--- src/rtl/csr_axil_slave.sv ---
// AXI4-lite slave front-end for the CSR bank: joins AW/W, decodes byte addresses
// into word indices, issues one-cycle read/write strobes and holds B/R until accepted.
module csr_axil_slave #(
  parameter int CSR_ADDR_WIDTH = 8,
  parameter int CSR_DATA_WIDTH = 32,
  parameter int NB_REGS        = 16
) (
  input  logic                          aclk,
  input  logic                          aresetn,
  // write address
  input  logic                          awvalid,
  output logic                          awready,
  input  logic [CSR_ADDR_WIDTH-1:0]     awaddr,
  input  logic [1:0]                    awprot,
  // write data
  input  logic                          wvalid,
  output logic                          wready,
  input  logic [CSR_DATA_WIDTH-1:0]     wdata,
  input  logic [CSR_DATA_WIDTH/8-1:0]   wstrb,
  // write response
  output logic                          bvalid,
  input  logic                          bready,
  output logic [1:0]                    bresp,
  // read address
  input  logic                          arvalid,
  output logic                          arready,
  input  logic [CSR_ADDR_WIDTH-1:0]     araddr,
  input  logic [1:0]                    arprot,
  // read data
  output logic                          rvalid,
  input  logic                          rready,
  output logic [CSR_DATA_WIDTH-1:0]     rdata,
  output logic [1:0]                    rresp,
  // register bank side
  output logic                          reg_wen,
  output logic [$clog2(NB_REGS)-1:0]    reg_waddr,
  output logic [CSR_DATA_WIDTH-1:0]     reg_wdata,
  output logic [CSR_DATA_WIDTH/8-1:0]   reg_wstrb,
  output logic                          reg_ren,
  output logic [$clog2(NB_REGS)-1:0]    reg_raddr,
  input  logic [CSR_DATA_WIDTH-1:0]     reg_rdata
);

  localparam int STRB_W   = CSR_DATA_WIDTH / 8;
  localparam int IDX_W    = $clog2(NB_REGS);
  localparam int ADDR_LSB = $clog2(STRB_W);

  localparam logic [1:0] RESP_OKAY   = 2'b00;
  localparam logic [1:0] RESP_SLVERR = 2'b10;

  typedef enum logic [1:0] {W_IDLE, W_ACCESS, W_RESP} w_state_t;
  typedef enum logic [1:0] {R_IDLE, R_ACCESS, R_WAIT, R_RESP} r_state_t;

  function automatic logic addr_ok(input logic [CSR_ADDR_WIDTH-1:0] addr);
    logic [CSR_ADDR_WIDTH-1:0] word;
    word = addr >> ADDR_LSB;
    return 32'(word) < NB_REGS;
  endfunction

  function automatic logic [IDX_W-1:0] addr_idx(input logic [CSR_ADDR_WIDTH-1:0] addr);
    return IDX_W'(addr >> ADDR_LSB);
  endfunction

  w_state_t                  w_state;
  r_state_t                  r_state;
  logic                      live;
  logic                      aw_done, w_done, w_err, r_err;
  logic [CSR_ADDR_WIDTH-1:0] aw_addr_q;
  logic [CSR_DATA_WIDTH-1:0] w_data_q;
  logic [STRB_W-1:0]         w_strb_q;
  logic                      aw_hs, w_hs;
  logic [CSR_ADDR_WIDTH-1:0] waddr_sel;
  logic [CSR_DATA_WIDTH-1:0] wdata_sel;
  logic [STRB_W-1:0]         wstrb_sel;
  logic                      unused_prot;

  assign unused_prot = ^{awprot, arprot};

  // Held low through reset and set by the first edge that samples aresetn high.
  always_ff @(posedge aclk) begin
    if (!aresetn) live <= 1'b0;
    else          live <= 1'b1;
  end

  // NOTE: readies are decoded from state, not registered, so they drop in the
  // same cycle the FSM leaves idle and a second beat can never be accepted.
  assign awready = live && (w_state == W_IDLE) && !aw_done;
  assign wready  = live && (w_state == W_IDLE) && !w_done;
  assign arready = live && (r_state == R_IDLE);

  assign aw_hs = awvalid && awready;
  assign w_hs  = wvalid && wready;

  // A beat arriving in the joining cycle is used directly, otherwise the held copy.
  assign waddr_sel = aw_done ? aw_addr_q : awaddr;
  assign wdata_sel = w_done  ? w_data_q  : wdata;
  assign wstrb_sel = w_done  ? w_strb_q  : wstrb;

  // NOTE: sequential state uses non-blocking assignments only, so every block
  // sees the pre-edge value of every register regardless of evaluation order.
  always_ff @(posedge aclk) begin
    if (!aresetn) begin
      // NOTE: the holding registers are cleared too; they are few and a defined
      // value keeps the bank-side ports at 0 after reset.
      w_state   <= W_IDLE;
      aw_done   <= 1'b0;
      w_done    <= 1'b0;
      aw_addr_q <= '0;
      w_data_q  <= '0;
      w_strb_q  <= '0;
      w_err     <= 1'b0;
      reg_wen   <= 1'b0;
      reg_waddr <= '0;
      reg_wdata <= '0;
      reg_wstrb <= '0;
      bvalid    <= 1'b0;
      bresp     <= RESP_OKAY;
    end else begin
      reg_wen <= 1'b0;
      case (w_state)
        W_IDLE: begin
          if (aw_hs) begin
            aw_done   <= 1'b1;
            aw_addr_q <= awaddr;
          end
          if (w_hs) begin
            w_done   <= 1'b1;
            w_data_q <= wdata;
            w_strb_q <= wstrb;
          end
          if ((aw_done || aw_hs) && (w_done || w_hs)) begin
            aw_done   <= 1'b0;
            w_done    <= 1'b0;
            reg_wen   <= addr_ok(waddr_sel);
            reg_waddr <= addr_idx(waddr_sel);
            reg_wdata <= wdata_sel;
            reg_wstrb <= wstrb_sel;
            w_err     <= !addr_ok(waddr_sel);
            w_state   <= W_ACCESS;
          end
        end
        W_ACCESS: begin
          bvalid  <= 1'b1;
          bresp   <= w_err ? RESP_SLVERR : RESP_OKAY;
          w_state <= W_RESP;
        end
        W_RESP: begin
          if (bready) begin
            bvalid  <= 1'b0;
            w_state <= W_IDLE;
          end
        end
        default: w_state <= W_IDLE;
      endcase
    end
  end

  always_ff @(posedge aclk) begin
    if (!aresetn) begin
      r_state   <= R_IDLE;
      r_err     <= 1'b0;
      reg_ren   <= 1'b0;
      reg_raddr <= '0;
      rvalid    <= 1'b0;
      rdata     <= '0;
      rresp     <= RESP_OKAY;
    end else begin
      reg_ren <= 1'b0;
      case (r_state)
        R_IDLE: begin
          if (arvalid) begin
            reg_ren   <= addr_ok(araddr);
            reg_raddr <= addr_idx(araddr);
            r_err     <= !addr_ok(araddr);
            r_state   <= R_ACCESS;
          end
        end
        R_ACCESS: r_state <= R_WAIT;
        // The bank answers one cycle after the strobe, i.e. during this state.
        R_WAIT: begin
          rdata   <= r_err ? '0 : reg_rdata;
          rresp   <= r_err ? RESP_SLVERR : RESP_OKAY;
          rvalid  <= 1'b1;
          r_state <= R_RESP;
        end
        R_RESP: begin
          if (rready) begin
            rvalid  <= 1'b0;
            r_state <= R_IDLE;
          end
        end
        default: r_state <= R_IDLE;
      endcase
    end
  end

endmodule

--- config.mk ---
export PLATFORM = sky130hd
export DESIGN_NAME = csr_axil_slave
export DESIGN_NICKNAME = d
export VERILOG_FILES = /design/src/rtl/csr_axil_slave.sv
export SDC_FILE = /design/constraint.sdc
export NUM_CORES = 1
export LEC_CHECK = 0
export CORE_AREA = 2 2 157 159
export DETAILED_ROUTE_END_ITERATION = 12
export DIE_AREA = 0 0 159 161
export GPL_ROUTABILITY_DRIVEN = 0
export PLACE_DENSITY = 0.49
export SETUP_SLACK_MARGIN = 0.05
export SYNTH_ARGS = -nofsm -noshare
export SYNTH_HDL_FRONTEND = slang
export SYNTH_SLANG_ARGS = --single-unit
export TNS_END_PERCENT = 20
--- constraint.sdc ---
create_clock -name aclk -period 1.4 [get_ports aclk]
set_input_delay 0.28 -clock aclk [delete_from_list [all_inputs] [get_ports aclk]]
set_output_delay 0.28 -clock aclk [all_outputs]
set_load 0.01 [all_outputs]
# Word-level counts from Yosys, hierarchy flattened
# Cells that the tools add are included.
# word_totals
regBits	137
latchBits	0
ramBits	0
mem_bits_ro	0
in_bits	95
n_memories	0
# classes
addsub	0
mul	0
n_div	0
n_lt_le_gt_ge	2
n_eq_ne	9
shift	0
n_mux	21
bitwise_logic	0
n_reduce_logical	31
# op_table
op	count
two-way mux 32 bit	2
AND reduction 2 bit	10
less-than comparator 6 x 5 -> 1 bit, second input constant	2
two-way mux 2 bit	6
two-way mux 8 bit	1
case mux 2 bit (4 select lines)	1
nonzero test 2 bit	4
logical AND 1 bit	7
two-way mux 1 bit	7
equality test 2 bit, second input constant	3
!= test 2 bit, second input constant	3
case mux 2 bit (3 select lines)	1
AND reduction 3 bit	2
equality test 2 x 1 -> 1 bit, second input constant	2
zero test 1 bit	4
zero test 2 bit	2
two-way mux 4 bit	1
case mux 1 bit (2 select lines)	2
logical OR 1 bit	2
!= test 2 x 1 -> 1 bit, second input constant	1

# Depth between registers and ports, before layout
# Gate-level depths: netlist of run 1.
# logic_depth
word_depth	8
ltp_mapped	7

# Worst setup path before layout of run 1
# No wires, ideal clock.
# synth_timing
kind	flip-flop to flip-flop
from	register r_state[0]
to	register r_state[1]
t_arrival_ns	1.399
path_slack_ns	-0.069
path_stages_with_launch	7
n_path_buf	1
synth_period_minus_slack_ns	1.469
path_cell_list	dfxtp_1 > inv_1 > ha_1 > clkbuf_1 > nor2b_1 > or3b_2 > a21oi_1
# synth_via
elab_chain_cells	3
word_cells_on_any_way	8
# synth_rtl
item	line	rtl
start: declaration	65	r_state_t r_state;
start signal: assignment	160	r_state <= R_IDLE;
start signal: assignment	175	r_state <= R_ACCESS;
start signal: assignment	178	R_ACCESS: r_state <= R_WAIT;
equality test 2 bit or zero test 2 bit (tied branches)	169	case (r_state)
!= test 2 bit (no line)	n/a	
AND reduction 2 bit (no line)	n/a	
# Several ways; a longest one is shown, not always the timed one.
# A chain may end at the register's enable or synchronous reset.

# Worst setup path in the final report of run 1
# layout_timing
from	register aw_done
to	output awready
# layout_via
elab_chain_cells	2
# layout_rtl
item	line	rtl
start: declaration	67	logic aw_done, w_done, w_err, r_err;
start signal: assignment	106	aw_done <= 1'b0;
start signal: assignment	123	aw_done <= 1'b1;
start signal: assignment	132	aw_done <= 1'b0;
zero test 1 bit	87	assign awready = live && (w_state == W_IDLE) && !aw_done;
logical AND 1 bit	87	
end: declaration	12	output logic awready,
# No other way between the ends.

==> metrics, run 1 <==
status finished, violations left; failing checks setup timing; syn avg cell area 9.21 um2; Yosys top cell area share 0.452; sequential fraction of the synthesis area 0.452; crit path DAT roughly 1.3 ns; CP cell instances nor4b_2 -> buf_4 -> buf_6; CP Launch Type register; largest stage delay on the critical path ~0.36 ns; Clock Root Buffer clkbuf_16; most frequent cells in the layout 125 x dfxtp_1, 89 x nand2_1, 83 x clkdlybuf4s50_1; Fmax approximately 640 MHz; final setup fails 82; first-pass GRT wire length between 20,000 and 30,000 um; prevailing post-synth register cell dfxtp_1; most common cell after layout, fill and taps aside dfxtp_1; Final Hold Fails 0; Die Ht roughly 160 um; pin count of the biggest net entering global routing 78; initial antenna violation count 1; Overall Power between 10,000 and 15,000 uW; setup tns final -6.64 ns; gr usage total 0.132; Netlist cell types 33; Reg area ~0.0027 mm2; min-delay worst type in -> reg; Initial DRC Count approximately 240; Final Net Count 911; Leakage Power 0.00395 uW; Mapped Area between 0.005 and 0.006 mm2; R2R Path End w_done; area of the die 0.0256 mm2; worst-margin pin slew 0.662 ns; buffers and inverters on the worst path 2; number of I/O pins 182; DR WL/cell 14.6 um; share of layout cells above drive strength 1 0.195; dominant cells by area after synthesis dfxtp_1 45%, mux2_2 7.6%, mux2i_1 7.3%; clk_skew about 0.017 ns; Max Cap Viol 0; clock sink count between 100 and 150; fillers roughly 2.5k; area added between synthesis and finish 49.0%; Clock transition at path regs 0.06 ns; Power Density approximately 1300 mW/mm2; ys async rst share 0; chip width roughly 160 um; Via Count between 4k and 5k; EDFF count, synth 0; Hold-fix buffers, CTS 0; CTS max path bufs 2; standard-cell rows between 50 and 60; hold worst-path end live; vias per cell 4.27; Syn Inst Count 640; area of the multi-input gates around 0.0030 mm2; Worst Path Max Fanout 3; GRT overflow 0; clk_lat worst skew between 0.4 and 0.5 ns; Crit. End Element primary output; RSZ-0062 raised after global routing true; Reg2Reg Setup Slack -0.13 ns; CP required roughly 1.1 ns; Core Box Area 0.0240 mm2; drt first pass iters 4; worst reg-to-reg path cell count 5; drt drc 0; WHS between 0.09 and 0.1 ns; dpl cell area between 0.008 and 0.009 mm2; Seq cells post-synth between 100 and 150; crit share post-route 1.12; design area around 0.009 mm2; Yosys Warn Count 0; number of buffers created by CTS 17; PortBufs between 150 and 200; min-delay src aresetn; CP Class reg -> out; CTS tree yes; Hold Path Stages 1; setup ws final -0.163 ns; vias in the first global route ~5.0k; H-Tree Depth 4; biggest area consumer among synthesized cells dfxtp_1; VDD IR-drop max roughly 0.76 mV; Final Critical Period 1.56 ns; Max transition margin 0.559; total routed wirelength 16,800 um; slowest CP cell dfxtp_4; post-detailed-route count of antenna-violating nets 0; Final HPWL DP about 11,000 um; crit-path leading delay family flip-flops; initial core utilization 0.246; max-slew violation count 0; worst r2r src aw_done
==> layout make-up <==
type,instances,share of cell area
multi-input cells,448,0.346
flip-flops and latches,133,0.305
repair buffers,209,0.233
clock buffers,19,0.0505
well taps,324,0.0462
clock inverters,13,0.0168
inverters,4,0.00171
diodes,1,0.000285
==> synthesized netlist by cell type, types with 6 or more instances <==
master    number
and3_1        42
nor2_1        39
buf_2         16
nand2_1       89
dfxtp_1      133
mux2i_1       43
a21boi_0      42
clkbuf_1      25
o21a_1        42
nor2b_1       39
mux2_2        40
a21oi_1       43
buf_1          6
==> flip-flops by register name, summed over array words and instances, names as in the netlist, 2 cells and up <==
signal	flops
reg_waddr	4
reg_raddr	4
w_state	2
reg_wstrb	4
w_strb_q	4
r_state	2
rdata	32
w_data_q	32
reg_wdata	32
aw_addr_q	6
==> worst max-delay path by stage <==
stage	depth (start not counted)	slack, ns	end	startpoint
floorplan	5	0.04	w_strb_q[0]	w_state[0]
global placement	5	-0.55	w_done	awvalid
detailed placement	5	-0.53	reg_waddr[2]	awvalid
CTS	2	-0.20	wready	w_state[0]
global route	3	-0.22	awready	aw_done
finish	3	-0.16	awready	aw_done
==> power by group <==
group          total, uW  switching (uW)  internal [uW]
registers           4340             178           4160
clock network       4500            1810           2690
logic               2970            1420           1550
total              11800            3410           8400
==> cell families after synthesis <==
family / after synthesis / synth area share
DFF: 133 / 0.452
adders and majority gates: 3 / 0.00637
other: 1 / 0.000636
AOI/OAI and AO/OA: 133 / 0.151
buffers and inverters: 60 / 0.0505
and+or+nand+nor: 227 / 0.190
muxes: 83 / 0.149
==> timing repair <==
| action | 4_1_cts | 5_1_grt |
|---|---|---|
| gates cloned | 0 | 3 |
| endpoints found under the setup margin | 197 | 150 |
| pin swaps | 2 | 1 |
| resized for setup | 136 | 51 |
| buffers inserted | 0 | 1 |
==> stage by stage <==
step / cells / worst slack (ns) / utilization
after floorplan: 641 / 0.0391 / -
after global placement: 1114 / -0.546 / 0.338
after detailed placement: 1114 / -0.529 / 0.338
after CTS: 1146 / -0.204 / 0.362
after global routing: 1150 / -0.222 / 0.366
final: 1151 / -0.163 / 0.366
==> routing by layer <==
metal,global-route usage,wire length [um],up-vias,share of wire
li1,-,-,2533,-
met1,0.178,8410,2225,0.50
met2,0.203,7170,140,0.43
met3,0.0416,1110,12,0.066
met4,0.0360,143,0,0.0085
met5,0,0,-,0
(Power assumes the default switching activity.)
==> run 2, diff against run 1 <==
HOLD_SLACK_MARGIN = 0.12   (was unset)
==> run 2 against run 1 <==
  * The run still ends with setup timing left
  * Sequential share of layout area about the same
  * Global-route usage about the same
  * Register-to-register slack about the same
  * Critical path depth down 1
  * Fmax about the same
  * Clock power about the same
  * Critical path type unchanged
  * Critical endpoint is now wready
  * Largest cell class unchanged
==> metrics, run 2 (synthesized netlist as in run 1, its figures left out) <==
Internal 8400 uW (about the same); status finished, violations left; post-detailed-route count of antenna-violating nets 0 (unchanged); vias per cell 4.27 (about the same); first-pass GRT wire length 27,300 um (about the same); CP Class reg -> out; CP cell instances nor4b_4 -> buf_2; clock sink count 133 (unchanged); CP required 1.12 ns (about the same); Switching Fraction 0.289 (+0.000379); VDD IR-drop max 0.760 mV (about the same); Max transition margin 0.557 (-0.00174); clk_skew 0.0167 ns (-0.000195 ns); drt first pass iters 4 (unchanged); vias in the first global route 4,985 (+0.060%); PortBufs 171 (unchanged); initial core utilization 0.246 (unchanged); crit path DAT 1.28 ns (about the same); Comb power frac 0.252 (about the same); Core Box Area 0.0240 mm2 (unchanged); fillers 2,511 (unchanged); number of buffers created by CTS 17 (unchanged); Via Count 4,914 (+0.081%); area of the die 0.0256 mm2 (unchanged); worst reg-to-reg path cell count 5 (unchanged); chip width 159 um (unchanged); Place WS -0.529 ns (unchanged); initial antenna violation count 1 (unchanged); min-delay worst type in -> reg; standard-cell rows 57 (unchanged); final setup fails 82 (unchanged); setup ws final -0.163 ns (-0.000532 ns); failing checks setup timing; Final Critical Period 1.56 ns (+0.000532 ns); Power Density 1340 mW/mm2 (about the same); Clock Root Buffer clkbuf_16; clk_lat worst skew 0.42 ns (about the same); Clock Power Share 0.381 (about the same); Crit. End Element primary output; H-Tree Depth 4 (unchanged); pin count of the biggest net entering global routing 78 (unchanged); most common cell after layout, fill and taps aside dfxtp_1; setup tns final -6.63 ns (+0.0108 ns); worst-margin pin slew 0.664 ns (+0.00261 ns); gr usage total 0.132 (about the same); slowest CP cell dfxtp_4; Leakage Power 0.00395 uW (+0.11%); area added between synthesis and finish 49.1%; Final Util 0.367 (+0.000418); Hold Path Stages 3 (+2); drt drc 0 (unchanged); Clock transition at path regs 0.06 ns (about the same); CTS max path bufs 2 (unchanged); register share of total power 0.367 (about the same); Regs by FF count rdata x32, reg_wdata x32, w_data_q x32; CP Launch Type register; Max Cap Viol 0 (unchanged); RSZ-0062 raised after global routing true; number of I/O pins 182 (unchanged); CTS tree yes; Fmax 640 MHz (about the same); Final Net Count 912 (+0.11%); Final HPWL DP 10,700 um (unchanged); crit share post-route 1.12 (about the same); DR WL/cell 14.6 um (-0.13%); share of layout cells above drive strength 1 0.195 (-0.000236); largest stage delay on the critical path 0.36 ns (about the same); Die Ht 161 um (unchanged); GRT overflow 0 (unchanged); Worst Path Max Fanout 4 (+1); switching power 3420 uW (+0.21%); most frequent cells in the layout 125 x dfxtp_1, 89 x nand2_1, 83 x clkdlybuf4s50_1; max-slew violation count 0 (unchanged); Final Hold Fails 0 (unchanged); total routed wirelength 16,800 um (about the same); Initial DRC Count 223 (-7.5%)
-- run 2: cell types whose count changed in the layout (fill, tap and decap cells not counted) --
| cell | delta |
|---|---|
| dlygate4sd3_1 | +1 |
-- run 2: final timing paths --
kind                startpoint      endpoint  slack, ns
setup / recovery    w_state[0]        wready      -0.16
hold / removal         awvalid  aw_addr_q[6]       0.34
setup reg to reg       aw_done        w_done      -0.13
hold reg to reg   reg_wdata[9]  reg_wdata[9]       0.45
-- run 2: repair_timing --
action	in CTS	in global routing
gates resized for setup	136	51
pin swaps	2	1
hold buffers	1	0
endpoints found under the setup margin	197	150
hold endpoints to repair	1	0
gates cloned	0	3
setup buffers	0	1
-- run 2: area by class of cell --
class	count	area (um2)	share of cell area
timing repair buffer	210	2050	0.234
sequential	133	2680	0.305
inverter	4	15.0	0.00171
antenna	1	2.50	0.000285
clock buffer	19	443	0.0504
multi-input combinational	448	3040	0.346
clock inverter	13	148	0.0168
tap	324	405	0.0461
-- run 2: metrics by stage --
| stage | total power [uW] | cells | instance area, um2 | hold WS, ns |
|---|---|---|---|---|
| after floorplan | 5990 | 641 | 5920 | 0.308 |
| after global placement | 7400 | 1114 | 8110 | 0.444 |
| after detailed placement | 7400 | 1114 | 8110 | 0.448 |
| after CTS | 12000 | 1147 | 8690 | 0.387 |
| after global routing | 12500 | 1151 | 8790 | 0.372 |
| final | 11800 | 1152 | 8790 | 0.341 |
-- run 2: metal layers --
| layer | vias up | wire length, um | GRT usage |
|---|---|---|---|
| met3 | 12 | 999 | 0.0413 |
| met5 | - | 0 | 0 |
| li1 | 2535 | - | - |
| met2 | 132 | 7110 | 0.203 |
| met4 | 0 | 143 | 0.0360 |
| met1 | 2235 | 8580 | 0.178 |
-- run 2: critical path, delay by kind of cell (launching register included) --
family	cells	cell delay, ns
and+or+nand+nor	1	0.31
buffers and inverters	1	0.20
DFF	1	0.36
-- run 2: power by group through the flow --
stage / sequential [uW] / clock [uW] / combinational (uW)
3_3_place_gp: 4430 / 0 / 2970
3_5_place_dp: 4430 / 0 / 2970
4_1_cts: 4340 / 4690 / 2940
2_1_floorplan: 4520 / 0 / 1470
6_report: 4340 / 4510 / 2980
5_1_grt: 4390 / 4850 / 3280
==> run 3, diff against run 2 <==
CELL_PAD_IN_SITES_DETAIL_PLACEMENT = 1   (was unset)
CELL_PAD_IN_SITES_GLOBAL_PLACEMENT = 1   (was unset)
PLACE_DENSITY = 0.63   (was 0.49)
==> run 3 against run 2 <==
  * The run still ends with setup timing left
  * Fmax fell by 3.5%
  * Setup slack worse by 0.057 ns
  * Sequential share of layout area fell by 0.47 points
  * Utilization rose by 0.57 points
  * Global-route usage grew 0.80 points
  * Sequential power about the same
  * First-iteration DRC count shrank 36%
  * Combinational power increased by 4%
  * Critical path type unchanged
  * Largest power group unchanged
  * Clock skew shrank 0.0071 ns
  * Die area unchanged
==> metrics, run 3 (synthesized netlist as in run 1, its figures left out) <==
status finished, violations left; failing checks setup timing; vias per cell 4.39 (+3.0%); CP Launch Type register; CP required 1.12 ns (about the same); slowest CP cell dfxtp_4; CTS max path bufs 2 (unchanged); Crit. End Element primary output; Regs by FF count rdata x32, reg_wdata x32, w_data_q x32; clock sink count 133 (unchanged); crit path DAT 1.34 ns (+0.06 ns); DR WL/cell 15.4 um (+5.6%); chip width 159 um (unchanged); H-Tree Depth 4 (unchanged); drt first pass iters 4 (unchanged); worst-margin pin slew 0.659 ns (-0.00554 ns); design area 0.00893 mm2 (+1.6%); Clock Root Buffer clkbuf_16; Initial DRC Count 142 (-36%); total routed wirelength 17,800 um (+5.6%); CP cell instances nor4b_4 -> buf_4 -> buf_6; area of the die 0.0256 mm2 (unchanged); Final Critical Period 1.62 ns (+0.0567 ns); Via Count 5,064 (+3.1%); standard-cell rows 57 (unchanged); crit share post-route 1.16 (+0.0405); largest stage delay on the critical path 0.37 ns (about the same); Core Box Area 0.0240 mm2 (unchanged); Final Net Count 915 (+0.33%); Place WS -0.497 ns (+0.0321 ns); VDD IR-drop max 0.673 mV (-11%); Fmax 617 MHz (-3.5%); number of I/O pins 182 (unchanged); Die Ht 161 um (unchanged); Clock transition at path regs 0.06 ns (about the same); share of layout cells above drive strength 1 0.224 (+0.0297); CP Class reg -> out; Final HPWL DP 11,500 um (+8.2%); crit-path leading delay family flip-flops; final setup fails 67 (-18%); drt drc 0 (unchanged); initial antenna violation count 0 (-1); CTS tree yes; max-slew violation count 0 (unchanged); clk_skew 0.00962 ns (-0.00710 ns); Leakage Power 0.00393 uW (-0.39%); Max transition margin 0.561 (+0.00370); PortBufs 171 (unchanged); gr usage total 0.140 (+0.00801); setup ws final -0.220 ns (-0.0567 ns); most common cell after layout, fill and taps aside dfxtp_1; min-delay worst type in -> reg; RSZ-0062 raised after global routing true; vias in the first global route 5,334 (+7.0%); Worst Path Max Fanout 4 (unchanged); initial core utilization 0.246 (unchanged); number of buffers created by CTS 17 (unchanged); area added between synthesis and finish 51.5%; post-detailed-route count of antenna-violating nets 0 (unchanged); Final Hold Fails 0 (unchanged); GRT overflow 0 (unchanged); most frequent cells in the layout 125 x dfxtp_1, 89 x nand2_1, 84 x clkdlybuf4s50_1; buffers and inverters on the worst path 2 (+1); pin count of the biggest net entering global routing 74 (-5.1%); clk_lat worst skew 0.42 ns (about the same); Max Cap Viol 0 (unchanged); first-pass GRT wire length 28,800 um (+5.7%); n_diodes 0 (-1); fillers 2,752 (+9.6%); dpl cell area 0.00816 mm2 (+0.62%); Power Density 1380 mW/mm2 (+2.8%); Post-CTS Setup Bufs 0 (unchanged); Final Util 0.372 (+0.00574)
==> run 3: where the power goes <==
| part | leakage, uW | total (uW) | internal [uW] | switching [uW] |
|---|---|---|---|---|
| registers | 0.00109 | 4340 | 4160 | 182 |
| logic | 0.00255 | 3090 | 1610 | 1480 |
| clock network | 0.000300 | 4920 | 3160 | 1760 |
| total | 0.00393 | 12300 | 8920 | 3420 |
==> run 3: metal layers <==
| metal | vias to the layer above | track usage | share of wire |
|---|---|---|---|
| met5 | - | 0 | 0 |
| met4 | 0 | 0.0397 | 0.011 |
| met3 | 17 | 0.0449 | 0.054 |
| met2 | 127 | 0.232 | 0.46 |
| met1 | 2394 | 0.174 | 0.48 |
| li1 | 2526 | - | - |
==> run 3: cell type report <==
type / count / area (um2) / share of cell area
Clock inverter: 12 / 204 / 0.0228
Timing Repair Buffer: 213 / 2100 / 0.235
Clock buffer: 19 / 433 / 0.0485
Inverter: 4 / 15.0 / 0.00168
Sequential cell: 133 / 2680 / 0.300
Multi-Input combinational cell: 448 / 3090 / 0.347
Tap cell: 324 / 405 / 0.0454
==> run 3: stage by stage <==
step | hold slack (ns) | total power (uW) | setup TNS, ns | cells
after floorplan | 0.308 | 5990 | 0 | 641
after global placement | 0.446 | 7360 | -26.37 | 1119
after detailed placement | 0.454 | 7410 | -27.70 | 1119
after CTS | 0.236 | 12500 | -8.54 | 1151
after global routing | 0.252 | 13000 | -11.10 | 1153
final | 0.271 | 12300 | -6.57 | 1153
==> run 3: worst paths after layout <==
path,from,endpoint,slack [ns],cells after the start
hold reg to reg,reg_raddr[3],reg_raddr[3],0.46,2
setup / recovery,w_state[0],wready,-0.22,3
hold / removal,aresetn,live,0.27,2
setup reg to reg,w_state[0],w_strb_q[3],-0.18,6
==> run 3: what timing repair did <==
item                                    CTS  global route
resized for setup                       166            58
pin swaps                                 5             7
hold buffers                              0             0
endpoints found under the setup margin  201           170
gates cloned                              1             2
